<file path="src/rtl/fd_queue_pkg.sv">
// fd_queue_pkg: shared widths and the packed entry layout for the fetch/decode
// queue. One entry is {packet, is_BR_T_NT, BP_target, BP_alias}, stored as one
// word. The packet occupies the MSBs.
package fd_queue_pkg;

  localparam int PKT_W      = 128;
  localparam int BPT_W      = 32;
  localparam int BPA_W      = 6;
  localparam int FD_ENTRY_W = PKT_W + 1 + BPT_W + BPA_W;  // 167

  typedef struct packed {
    logic [PKT_W-1:0] packet;
    logic             is_br_t_nt;
    logic [BPT_W-1:0] bp_target;
    logic [BPA_W-1:0] bp_alias;
  } fd_entry_t;

endpackage

</file>
<file path="src/rtl/fd_queue_mem.sv">
// fd_queue_mem: DEPTH x fd_entry_t register array for the fetch/decode queue.
// Ports:
//   clk_i      clock
//   wr_en_i    write strobe
//   wr_addr_i  write address
//   wr_data_i  entry to store
//   rd_addr_i  read address
//   rd_data_o  entry at rd_addr_i (asynchronous read)
// The storage has no reset. Its contents only matter once the queue has
// written them.
module fd_queue_mem
  import fd_queue_pkg::*;
#(
  parameter int DEPTH = 4,
  localparam int AW   = $clog2(DEPTH)
) (
  input  logic          clk_i,
  input  logic          wr_en_i,
  input  logic [AW-1:0] wr_addr_i,
  input  fd_entry_t     wr_data_i,
  input  logic [AW-1:0] rd_addr_i,
  output fd_entry_t     rd_data_o
);

  fd_entry_t mem_q [DEPTH];

  always_ff @(posedge clk_i) begin
    if (wr_en_i) begin
      mem_q[wr_addr_i] <= wr_data_i;
    end
  end

  assign rd_data_o = mem_q[rd_addr_i];

endmodule

</file>
<file path="src/rtl/fd_queue.sv">
// fd_queue: in-order decoupling queue between fetch and decode.
// Ports:
//   clk, reset (sync, active-high)  clock and reset
//   resteer                         writeback resteer; flushes the queue
//   f_packet, f_packet_valid,
//   f_is_BR_T_NT, f_BP_target,
//   f_BP_alias                      incoming fetch packet and sideband
//   stall                           registered hold request to fetch
//   d_valid, d_ready                head handshake with decode
//   d_packet, d_is_BR_T_NT,
//   d_BP_target, d_BP_alias         head entry
//   overflow                        sticky: a packet was dropped because the
//                                   queue was full
//   count                           current occupancy
// stall rises when occupancy reaches DEPTH-SKID. Fetch has a one-cycle
// response latency, so the SKID reserved slots absorb packets already in
// flight when stall rises.
module fd_queue
  import fd_queue_pkg::*;
#(
  parameter int DEPTH = 4,
  parameter int SKID  = 1,
  localparam int PTR_W = $clog2(DEPTH),
  localparam int CNT_W = $clog2(DEPTH + 1)
) (
  input  logic               clk,
  input  logic               reset,
  input  logic               resteer,
  input  logic [PKT_W-1:0]   f_packet,
  input  logic               f_packet_valid,
  input  logic               f_is_BR_T_NT,
  input  logic [BPT_W-1:0]   f_BP_target,
  input  logic [BPA_W-1:0]   f_BP_alias,
  output logic               stall,
  output logic               d_valid,
  input  logic               d_ready,
  output logic [PKT_W-1:0]   d_packet,
  output logic               d_is_BR_T_NT,
  output logic [BPT_W-1:0]   d_BP_target,
  output logic [BPA_W-1:0]   d_BP_alias,
  output logic               overflow,
  output logic [CNT_W-1:0]   count
);

  localparam logic [CNT_W-1:0] FULL_CNT = CNT_W'(DEPTH);
  localparam logic [CNT_W-1:0] STALL_TH = CNT_W'(DEPTH - SKID);

  logic [PTR_W-1:0] wr_ptr_q, wr_ptr_d;
  logic [PTR_W-1:0] rd_ptr_q, rd_ptr_d;
  logic [CNT_W-1:0] count_q, count_d;
  logic             stall_q, stall_d;
  logic             overflow_q, overflow_d;

  logic      full, push, pop, mem_we;
  fd_entry_t wr_entry, rd_entry;

  assign full    = (count_q == FULL_CNT);
  assign d_valid = (count_q != '0);
  assign pop     = d_valid & d_ready;
  // When the queue is full, a simultaneous pop frees the slot this edge.
  assign push    = f_packet_valid & (!full | pop);

  assign wr_entry = '{packet:     f_packet,
                      is_br_t_nt: f_is_BR_T_NT,
                      bp_target:  f_BP_target,
                      bp_alias:   f_BP_alias};

  always_comb begin
    wr_ptr_d   = wr_ptr_q;
    rd_ptr_d   = rd_ptr_q;
    count_d    = count_q;
    stall_d    = stall_q;
    overflow_d = overflow_q;
    mem_we     = 1'b0;
    if (resteer) begin
      // A flush discards this cycle's push and pop but keeps overflow.
      wr_ptr_d = '0;
      rd_ptr_d = '0;
      count_d  = '0;
      stall_d  = 1'b0;
    end else begin
      if (push) begin
        mem_we   = 1'b1;
        wr_ptr_d = wr_ptr_q + PTR_W'(1);
      end
      if (pop) begin
        rd_ptr_d = rd_ptr_q + PTR_W'(1);
      end
      if (push && !pop) begin
        count_d = count_q + CNT_W'(1);
      end else if (pop && !push) begin
        count_d = count_q - CNT_W'(1);
      end
      if (f_packet_valid && full && !pop) begin
        overflow_d = 1'b1;
      end
      stall_d = (count_d >= STALL_TH);
    end
  end

  always_ff @(posedge clk) begin
    if (reset) begin
      wr_ptr_q   <= '0;
      rd_ptr_q   <= '0;
      count_q    <= '0;
      stall_q    <= 1'b0;
      overflow_q <= 1'b0;
    end else begin
      wr_ptr_q   <= wr_ptr_d;
      rd_ptr_q   <= rd_ptr_d;
      count_q    <= count_d;
      stall_q    <= stall_d;
      overflow_q <= overflow_d;
    end
  end

  fd_queue_mem #(.DEPTH(DEPTH)) u_mem (
    .clk_i     (clk),
    .wr_en_i   (mem_we),
    .wr_addr_i (wr_ptr_q),
    .wr_data_i (wr_entry),
    .rd_addr_i (rd_ptr_q),
    .rd_data_o (rd_entry)
  );

  assign d_packet     = rd_entry.packet;
  assign d_is_BR_T_NT = rd_entry.is_br_t_nt;
  assign d_BP_target  = rd_entry.bp_target;
  assign d_BP_alias   = rd_entry.bp_alias;
  assign stall        = stall_q;
  assign overflow     = overflow_q;
  assign count        = count_q;

endmodule
</file>
<file path="config.mk">
export PLATFORM = sky130hd
export DESIGN_NAME = fd_queue
export DESIGN_NICKNAME = d
export VERILOG_FILES = /design/src/rtl/fd_queue_pkg.sv /design/src/rtl/fd_queue_mem.sv /design/src/rtl/fd_queue.sv
export SDC_FILE = /design/constraint.sdc
export NUM_CORES = 1
export LEC_CHECK = 0
export CAP_MARGIN = 20
export CORE_MARGIN = 2
export CORE_UTILIZATION = 54
export CTS_CLUSTER_DIAMETER = 60
export CTS_CLUSTER_SIZE = 8
export DETAILED_ROUTE_END_ITERATION = 8
export HOLD_SLACK_MARGIN = 0.02
export PLACE_DENSITY_LB_ADDON = 0.12
export SLEW_MARGIN = 25
export SYNTH_ARGS = -nofsm -noshare
export SYNTH_HDL_FRONTEND = slang
export SYNTH_SLANG_ARGS = --single-unit
</file>
<file path="constraint.sdc">
create_clock -name clk -period 7.9 [get_ports clk]
set_input_delay 1.975 -clock clk [delete_from_list [all_inputs] [get_ports clk]]
set_output_delay 1.975 -clock clk [all_outputs]
set_load 0.05 [all_outputs]
</file>
### After elaboration in Yosys (flattened, before gate mapping)

Memory sizes are Yosys's and may differ from the RTL's. A register that Yosys moved wholly into a read port is not among the register bits.
Cells that the tools add are included.

* bits in registers: 9
* RAM bits: 668
* output and inout bits: 173
* word-level logic and storage cells: 35
* memories: 1

Memory list
* u_mem.mem_q: depth 4, width 167, rd ports 1, clocked after Yosys merged registers in 1, write ports 1, RTL line fd_queue_mem.sv:25 `fd_entry_t mem_q [DEPTH];`

* add/subtract/negate cells: 4
* magnitude comparators: 1
* equal/unequal tests: 1
* multiplexer cells: 9
* bitwise gates (word level): 4
* reductions and logical operators: 10

Operator list (count)
* two-way mux 3 bit: 3
* adder 2 x 1 -> 2 bit, second input constant: 2
* logical AND 1 bit: 4
* two-way mux 1 bit: 4
* two-way mux 2 bit: 2
* adder 3 x 1 -> 3 bit, second input constant: 1
* equality test 3 bit, second input constant: 1
* greater-or-equal comparator 3 x 2 -> 1 bit, second input constant: 1
* logical NOT 1 bit: 3
* nonzero test 3 bit: 1
* subtractor 3 x 1 -> 3 bit, second input constant: 1
* AND 1 bit: 2
* AND reduction 2 bit: 1
* OR reduction 2 bit: 1
* inverter 1 bit: 1
* bitwise OR 1 bit: 1

### Longest topological paths before layout

Gate-level depths: netlist (run 1).

* depth after elaboration: 10
* depth in mapped cells: 7
* depth with buffers taken out: 7

### Cells and area by module

Synthesis (run 1) repeated with hierarchy kept, for this count alone.

* cells, all modules: 945
* area total of the unflattened synthesis: 24757.5 µm²

By module, submodules not included
* fd_queue_mem: times used 1, cells each 877, area each 24186.9 µm², seq. area each 20059.2 µm²
* fd_queue: times used 1, cells each 68, area each 570.5 µm², seq. area each 180.2 µm²

### Worst setup path after synthesis (run 1)

Ideal clock, no wire load.

* path type: input-to-reg
* start: input port f_packet_valid
* end: memory u_mem.mem_q[0][0] (netlist name) (enable)
* data arrival time: 6.343 ns
* data required time: 7.353 ns
* slack: 1.009 ns
* stages: 4
* path buffers: 1
* cells stage by stage: buf_2 inv_1 nor3_1 and2_1

* word-level cells in the longest chain between the ends: 5

RTL lines
* start, declared: RTL line fd_queue.sv:30 `input logic f_packet_valid,`
* AND 1 bit: RTL line fd_queue.sv:61 `assign push = f_packet_valid & (!full | pop);`
* two-way mux 1 bit: RTL line fd_queue.sv:82 `if (push) begin`
* two-way mux 1 bit: RTL line fd_queue.sv:75 `if (resteer) begin`
* two-way mux 1 bit: RTL line fd_queue_mem.sv:28 `if (wr_en_i) begin`
* two-way mux 1 bit (not written as such): RTL line fd_queue_mem.sv:29 `mem_q[wr_addr_i] <= wr_data_i;`
* end, declared: RTL line fd_queue_mem.sv:25

Every way passes these cells.

==> results of run 1 <==
per-layer routing:
layer / vias up / wire, microns / track usage [%]
li1: 4878 / - / -
met3: 69 / 3846 / 6.165
met4: 4 / 1094 / 7.528
met5: - / 25 / 0
met2: 403 / 24310 / 33.10
met1: 5849 / 19630 / 28.28
worst min path at each step:
stage / slack (ps) / depth (start not counted) / to
detailed placement: 490 / 2 / overflow
CTS: 510 / 2 / overflow
global placement: 470 / 2 / overflow
floorplan: 480 / 2 / register
global route: 550 / 2 / overflow
finish: 510 / 2 / overflow
per-stage QoR:
stage	std cells	instance area (sq um)	total power, mW	utilization [%]	hold WS [ps]
global placement	1861	28810	4.632	63.63	469.4
detailed placement	1861	28810	4.641	63.63	493.2
floorplan	945	24730	4.404	-	484.7
global route	1980	31330	8.310	69.18	552.0
finish	1982	31330	8.044	69.19	512.5
CTS	1979	31330	8.125	69.18	512.3
worst max-delay path, delay by kind of cell, from the launching register on:
kind                   cells  cell delay [ps]
DFF                        1              840
muxes                      1              370
buffers and inverters      2             1700
cells by family after synthesis:
kind of cell | Yosys count | synth area share, %
compound gates | 8 | 0.2783
xor+xnor | 3 | 0.1063
buf+inv | 47 | 1.300
flops | 679 | 82.01
fa+ha+maj | 7 | 0.3542
simple gates | 31 | 0.6173
mux | 170 | 15.33
sequential cells by signal, summed over array words and instances, names as in the netlist, named ones only:
| name | count |
|---|---|
| stall | 1 |
| rd_ptr_q | 2 |
| u_mem.mem_q | 668 |
| count | 3 |
| wr_ptr_q | 2 |
| overflow | 1 |
final cells by class:
type | instances | area [sq um] | share of cell area (%)
diodes | 3 | 7.507 | 0.02396
clock buffers | 114 | 2470 | 7.883
clock inverters | 4 | 42.54 | 0.1358
inverters | 6 | 22.52 | 0.07188
multi-input cells | 219 | 4136 | 13.20
flip-flops and latches | 679 | 20290 | 64.75
well taps | 600 | 750.7 | 2.396
repair buffers | 357 | 3616 | 11.54
cells in the mapped netlist, types with 2 or more instances:
library cell	number
edfxtp_1	668
mux4_2	167
buf_2	20
buf_6	16
dfxtp_1	11
nor2_1	9
ha_1	7
nand2_1	7
inv_1	6
and2_1	4
nand3_1	4
buf_1	3
mux2i_1	3
clkbuf_1	2
nor3b_1	2
xor2_1	2
where the power goes:
part	switching [mW]	leakage (nW)	internal (mW)
clock	1.32	1.22	2.15
combinational	0.312	2.46	0.214
sequential	0.0136	6.16	4.03
cell usage in the layout, fill, tap and decap left out, types with 2 or more instances in the layout:
cell type | netlist | final
ha_1 | 7 | 7
edfxtp_1 | 668 | 668
clkbuf_16 | 0 | 96
nand2_1 | 7 | 7
nor3b_1 | 2 | 2
xor2_1 | 2 | 2
mux4_2 | 167 | 167
and2_4 | 0 | 4
inv_6 | 0 | 3
nand3_1 | 4 | 4
dfxtp_4 | 0 | 2
buf_12 | 0 | 6
inv_1 | 6 | 6
clkdlybuf4s50_1 | 0 | 344
nor2_1 | 9 | 9
clkbuf_1 | 2 | 18
buf_4 | 0 | 7
mux2i_1 | 3 | 3
dfxtp_1 | 11 | 9
diode_2 | 0 | 3
==> impl_metrics.json, run 1 <==
{
  "status": "complete, no violations",
  "setup_slack_ps": 2339,
  "htree_levels": 3,
  "fmax_mhz": 179.8,
  "die_w_microns": 218.0,
  "hold_viol_final": 0,
  "grt_pass1_wl_mm": 72.96,
  "insertion_delay_ps": 610,
  "cts_tree": "done",
  "end_kind": "output port",
  "r2r-end": "u_mem.mem_q[2][81]",
  "crit_arrival_ps": 3590,
  "synth-seq-area-share_pct": 82.01,
  "yosys.area.top_type": "edfxtp_1",
  "die_area_sq_um": 47520,
  "place_ws_ps": 2807,
  "antenna_found_initial": 5,
  "cts-buffers-inserted": 94,
  "crit_fanout": 62,
  "grtUsageTotal_pct": 20.99,
  "critPathKind": "register to output port",
  "gr-total-overflow": 0,
  "wl_per_cell_microns": 24.67,
  "hp-class": "register to register",
  "ctsHoldBuffers": 0,
  "p_leak_nw": 9.838,
  "clockRootBuffer": "clkbuf_16",
  "drc_errors": 0,
  "drt_iter0_markers": 913,
  "drt-total-wl_mm": 48.91,
  "rsz0062_at_grt": "false",
  "post_cts_buffers": 0,
  "synth_ff_type": "edfxtp_1",
  "grt_start_max_net_pins": 100,
  "vias": 11200,
  "ys_seq_elements": 679,
  "io_buffers": 344,
  "yosysUniqueCellTypes": 30,
  "period_share_pct": 70.40,
  "finClkSkew_ps": 11.32,
  "path_clk_slew_ps": 50,
  "syn_to_final_growth_pct": 26.71,
  "min_period_ps": 5561,
  "r2r_start": "count[1]",
  "fill_cells": 2820,
  "synthCells": 945,
  "fin_tns_setup_ps": 0,
  "cts_sinks": 679,
  "gp_congestion": 0.7342,
  "worst_path_largest_cell_delay_ps": 870,
  "antenna_left": 0,
  "r2r_setup_slack_ps": 4810,
  "hold_start": "overflow",
  "worst_ep_required_time_ps": 5930,
  "maxSlewViolCount": 0,
  "syn_area_sq_um": 24730,
  "synth-async-reset-ratio_pct": 0,
  "syn_area_per_cell_sq_um": 26.17,
  "finalSetupViolCount": 0,
  "avgViaCountPerCell": 5.652,
  "core_sq_um": 45280,
  "startpoint_type": "register",
  "drive_gt1_share_pct": 21.03,
  "num_rows": 78,
  "grt_pass1_vias": 11770,
  "io_pins": 345,
  "slowest_stage": "clkdlybuf4s50_1",
  "max_slew.worst_pin.slew_ps": 947.3,
  "maxCapViolCount": 0,
  "worstPathCellList": "buf_4 -> mux4_2 -> clkdlybuf4s50_1",
  "dp_hpwl_mm": 27.97,
  "synth_top_area_share_pct": 81.12,
  "synth_edf_count": 668,
  "ir_worst_vdd_v": 0.0001918,
  "crit_path_end": "d_packet[71]",
  "rr_worst_depth": 7,
  "synthTopCellsByArea": "edfxtp_1 81%, mux4_2 15%, dfxtp_1 0.89%",
  "cts_buffer_depth": 3,
  "post_cts_resized": 0,
  "max_slew_margin_pct": 36.85,
  "layout.nets": 1536,
  "syn_nets": 1124,
  "dr.pass1.iters": 5,
  "start_util_pct": 54.61,
  "yosysWarnings": 0,
  "p_per_area_nw_per_um2": 256.7,
  "die_h_microns": 218.0
}
(Power assumes the default switching activity.)
==> run 2, diff against run 1 <==
==> constraint.sdc (replaced) <==
create_clock -name clk -period 5.15 [get_ports clk]
set_input_delay 1.2875 -clock clk [delete_from_list [all_inputs] [get_ports clk]]
set_output_delay 1.2875 -clock clk [all_outputs]
set_load 0.05 [all_outputs]
==> run 2 against run 1 <==
Sequential power grew 53%; clock skew grew 7.1 ps; final cell count grew 1.6%; worst setup slack lost 1500 ps; global-route usage grew 0.35 points; combinational power grew 56%; first-iteration DRC count grew 1.1%; final area grew 1.2%; core utilization grew 0.82 points.
==> impl_metrics.json, run 2 (synthesis results as in run 1) <==
{
  "status": "complete, no violations",
  "worst_ep_required_time_ps": 3860,
  "maxCapViolCount": 0,
  "p_leak_nw": 10.00,
  "path_clk_slew_ps": 50,
  "final_common_cell": "edfxtp_1",
  "power.total_mw": 12.46,
  "worst_path_largest_cell_delay_ps": 890,
  "p_per_area_nw_per_um2": 393.1,
  "startpoint_type": "register",
  "htree_levels": 3,
  "whs_ps": 515.6,
  "met2_usage_pct": 34.42,
  "gp_congestion": 0.7621,
  "vias": 11330,
  "power.switching_mw": 2.545,
  "grt_use_met3_pct": 6.179,
  "fill_cells": 2799,
  "layout_common_cells": "668 x edfxtp_1, 344 x clkdlybuf4s50_1, 167 x mux4_2",
  "post_cts_buffers": 0,
  "worstPathCellList": "buf_12 -> mux4_2 -> clkdlybuf4s50_1",
  "grt_pass1_wl_mm": 73.42,
  "dr.pass1.iters": 5,
  "drt-total-wl_mm": 49.74,
  "drive_gt1_share_pct": 22.13,
  "post_cts_resized": 0,
  "min_period_ps": 4333,
  "cts_sinks": 679,
  "fmax_mhz": 230.8,
  "period_share_pct": 84.14,
  "drc_errors": 0,
  "busiest_layer": "met2",
  "critPathKind": "register to output port",
  "io_buffers": 344,
  "ctsHoldBuffers": 0,
  "fin_area_sq_um": 31700,
  "antenna_found_initial": 11,
  "cts_tree": "done",
  "antenna_left": 0,
  "hold_viol_final": 0,
  "maxSlewViolCount": 0,
  "top_register": "u_mem.mem_q",
  "ir_worst_vdd_v": 0.0002806,
  "p_clk_share_pct": 43.6,
  "grt_pass1_vias": 11960,
  "crit_arrival_ps": 3050,
  "gr-total-overflow": 0,
  "max_slew.worst_pin.slew_ps": 731.0,
  "place_area_sq_um": 29080,
  "rsz0062_at_grt": "false",
  "crit_buf_inv": 2,
  "max_slew_margin_pct": 51.27,
  "finClkSkew_ps": 18.44,
  "netSwitchingFraction_pct": 20.43,
  "cts-buffers-inserted": 95,
  "syn_to_final_growth_pct": 28.20,
  "die_area_sq_um": 47520,
  "insertion_delay_ps": 610,
  "hp-class": "register to register",
  "cts_buffer_depth": 3,
  "start_util_pct": 54.61,
  "grtUsageMet1_pct": 27.91,
  "drt_iter0_markers": 923,
  "die_w_microns": 218.0,
  "grt_start_max_net_pins": 96,
  "p_seq_share_pct": 49.8,
  "clockRootBuffer": "clkbuf_16",
  "crit_fanout": 58,
  "core_sq_um": 45280,
  "dp_hpwl_mm": 30.13,
  "largest_register_ffs": 668,
  "comb_power_share_pct": 6.6,
  "wl_per_cell_microns": 24.71,
  "fin_tns_setup_ps": 0,
  "slowest_stage": "clkdlybuf4s50_1",
  "internal-power_mw": 9.916,
  "num_rows": 78,
  "finalSetupViolCount": 0,
  "io_pins": 345,
  "layout.nets": 1553,
  "cp_top_family": "buffers and inverters",
  "die_h_microns": 218.0,
  "avgViaCountPerCell": 5.626,
  "grtUsageTotal_pct": 21.34,
  "end_kind": "output port"
}
## run 2: cell types whose count changed in the layout (fill, tap and decap cells not counted), sizes merged
| cell | delta |
|---|---|
| clkinv | +2 |
| clkbuf | +4 |
| buf | +16 |
| diode | +9 |
## run 2: final timing paths
| kind | from | endpoint | slack [ps] | cells past startpoint |
|---|---|---|---|---|
| worst max-delay path | register | d_packet[79] | 820 | 3 |
| worst min register to register | overflow | overflow | 520 | 2 |
| worst min-delay path | overflow | overflow | 520 | 2 |
| worst max register to register | count[1] | u_mem.mem_q[0][5] | 2420 | 8 |
## run 2: through the flow
step                std cells  setup WS, ps  utilization (%)
global placement         1877          1264            64.22
floorplan                 945         809.1                -
CTS                      2001         700.8            69.94
finish                   2013         816.7            70.01
detailed placement       1877          1229            64.22
global route             2006         634.4            69.97
## run 2: worst reg2reg max path: stages, from the launching register on
cell     delay, ps
dfxtp_1        480
inv_1          110
ha_1           280
nand2_1        110
nor2_1          70
nor3_1         240
buf_4          180
and2_4         520
buf_4          410
## run 2: area by class of cell
class	instances	area, sq um	area share (%)
multi-input cells	219	4136	13.05
diodes	12	30.03	0.09472
clock buffers	118	2549	8.040
inverters	6	22.52	0.07104
repair buffers	373	3886	12.26
clock inverters	6	40.04	0.1263
well taps	600	750.7	2.368
flip-flops and latches	679	20290	63.99
## run 2: power groups by stage
stage | clock (mW) | sequential [mW] | combinational [mW]
final | 5.43 | 6.21 | 0.818
after global routing | 5.79 | 6.21 | 0.856
after CTS | 5.56 | 6.21 | 0.828
after detailed placement | 0 | 6.31 | 0.824
after global placement | 0 | 6.30 | 0.815
after floorplan | 0 | 6.31 | 0.435
## run 2: layer usage
layer	wire length, microns	up-vias
li1	-	4933
met1	20000	5927
met2	25140	393
met3	3637	68
met4	937	4
met5	27	-
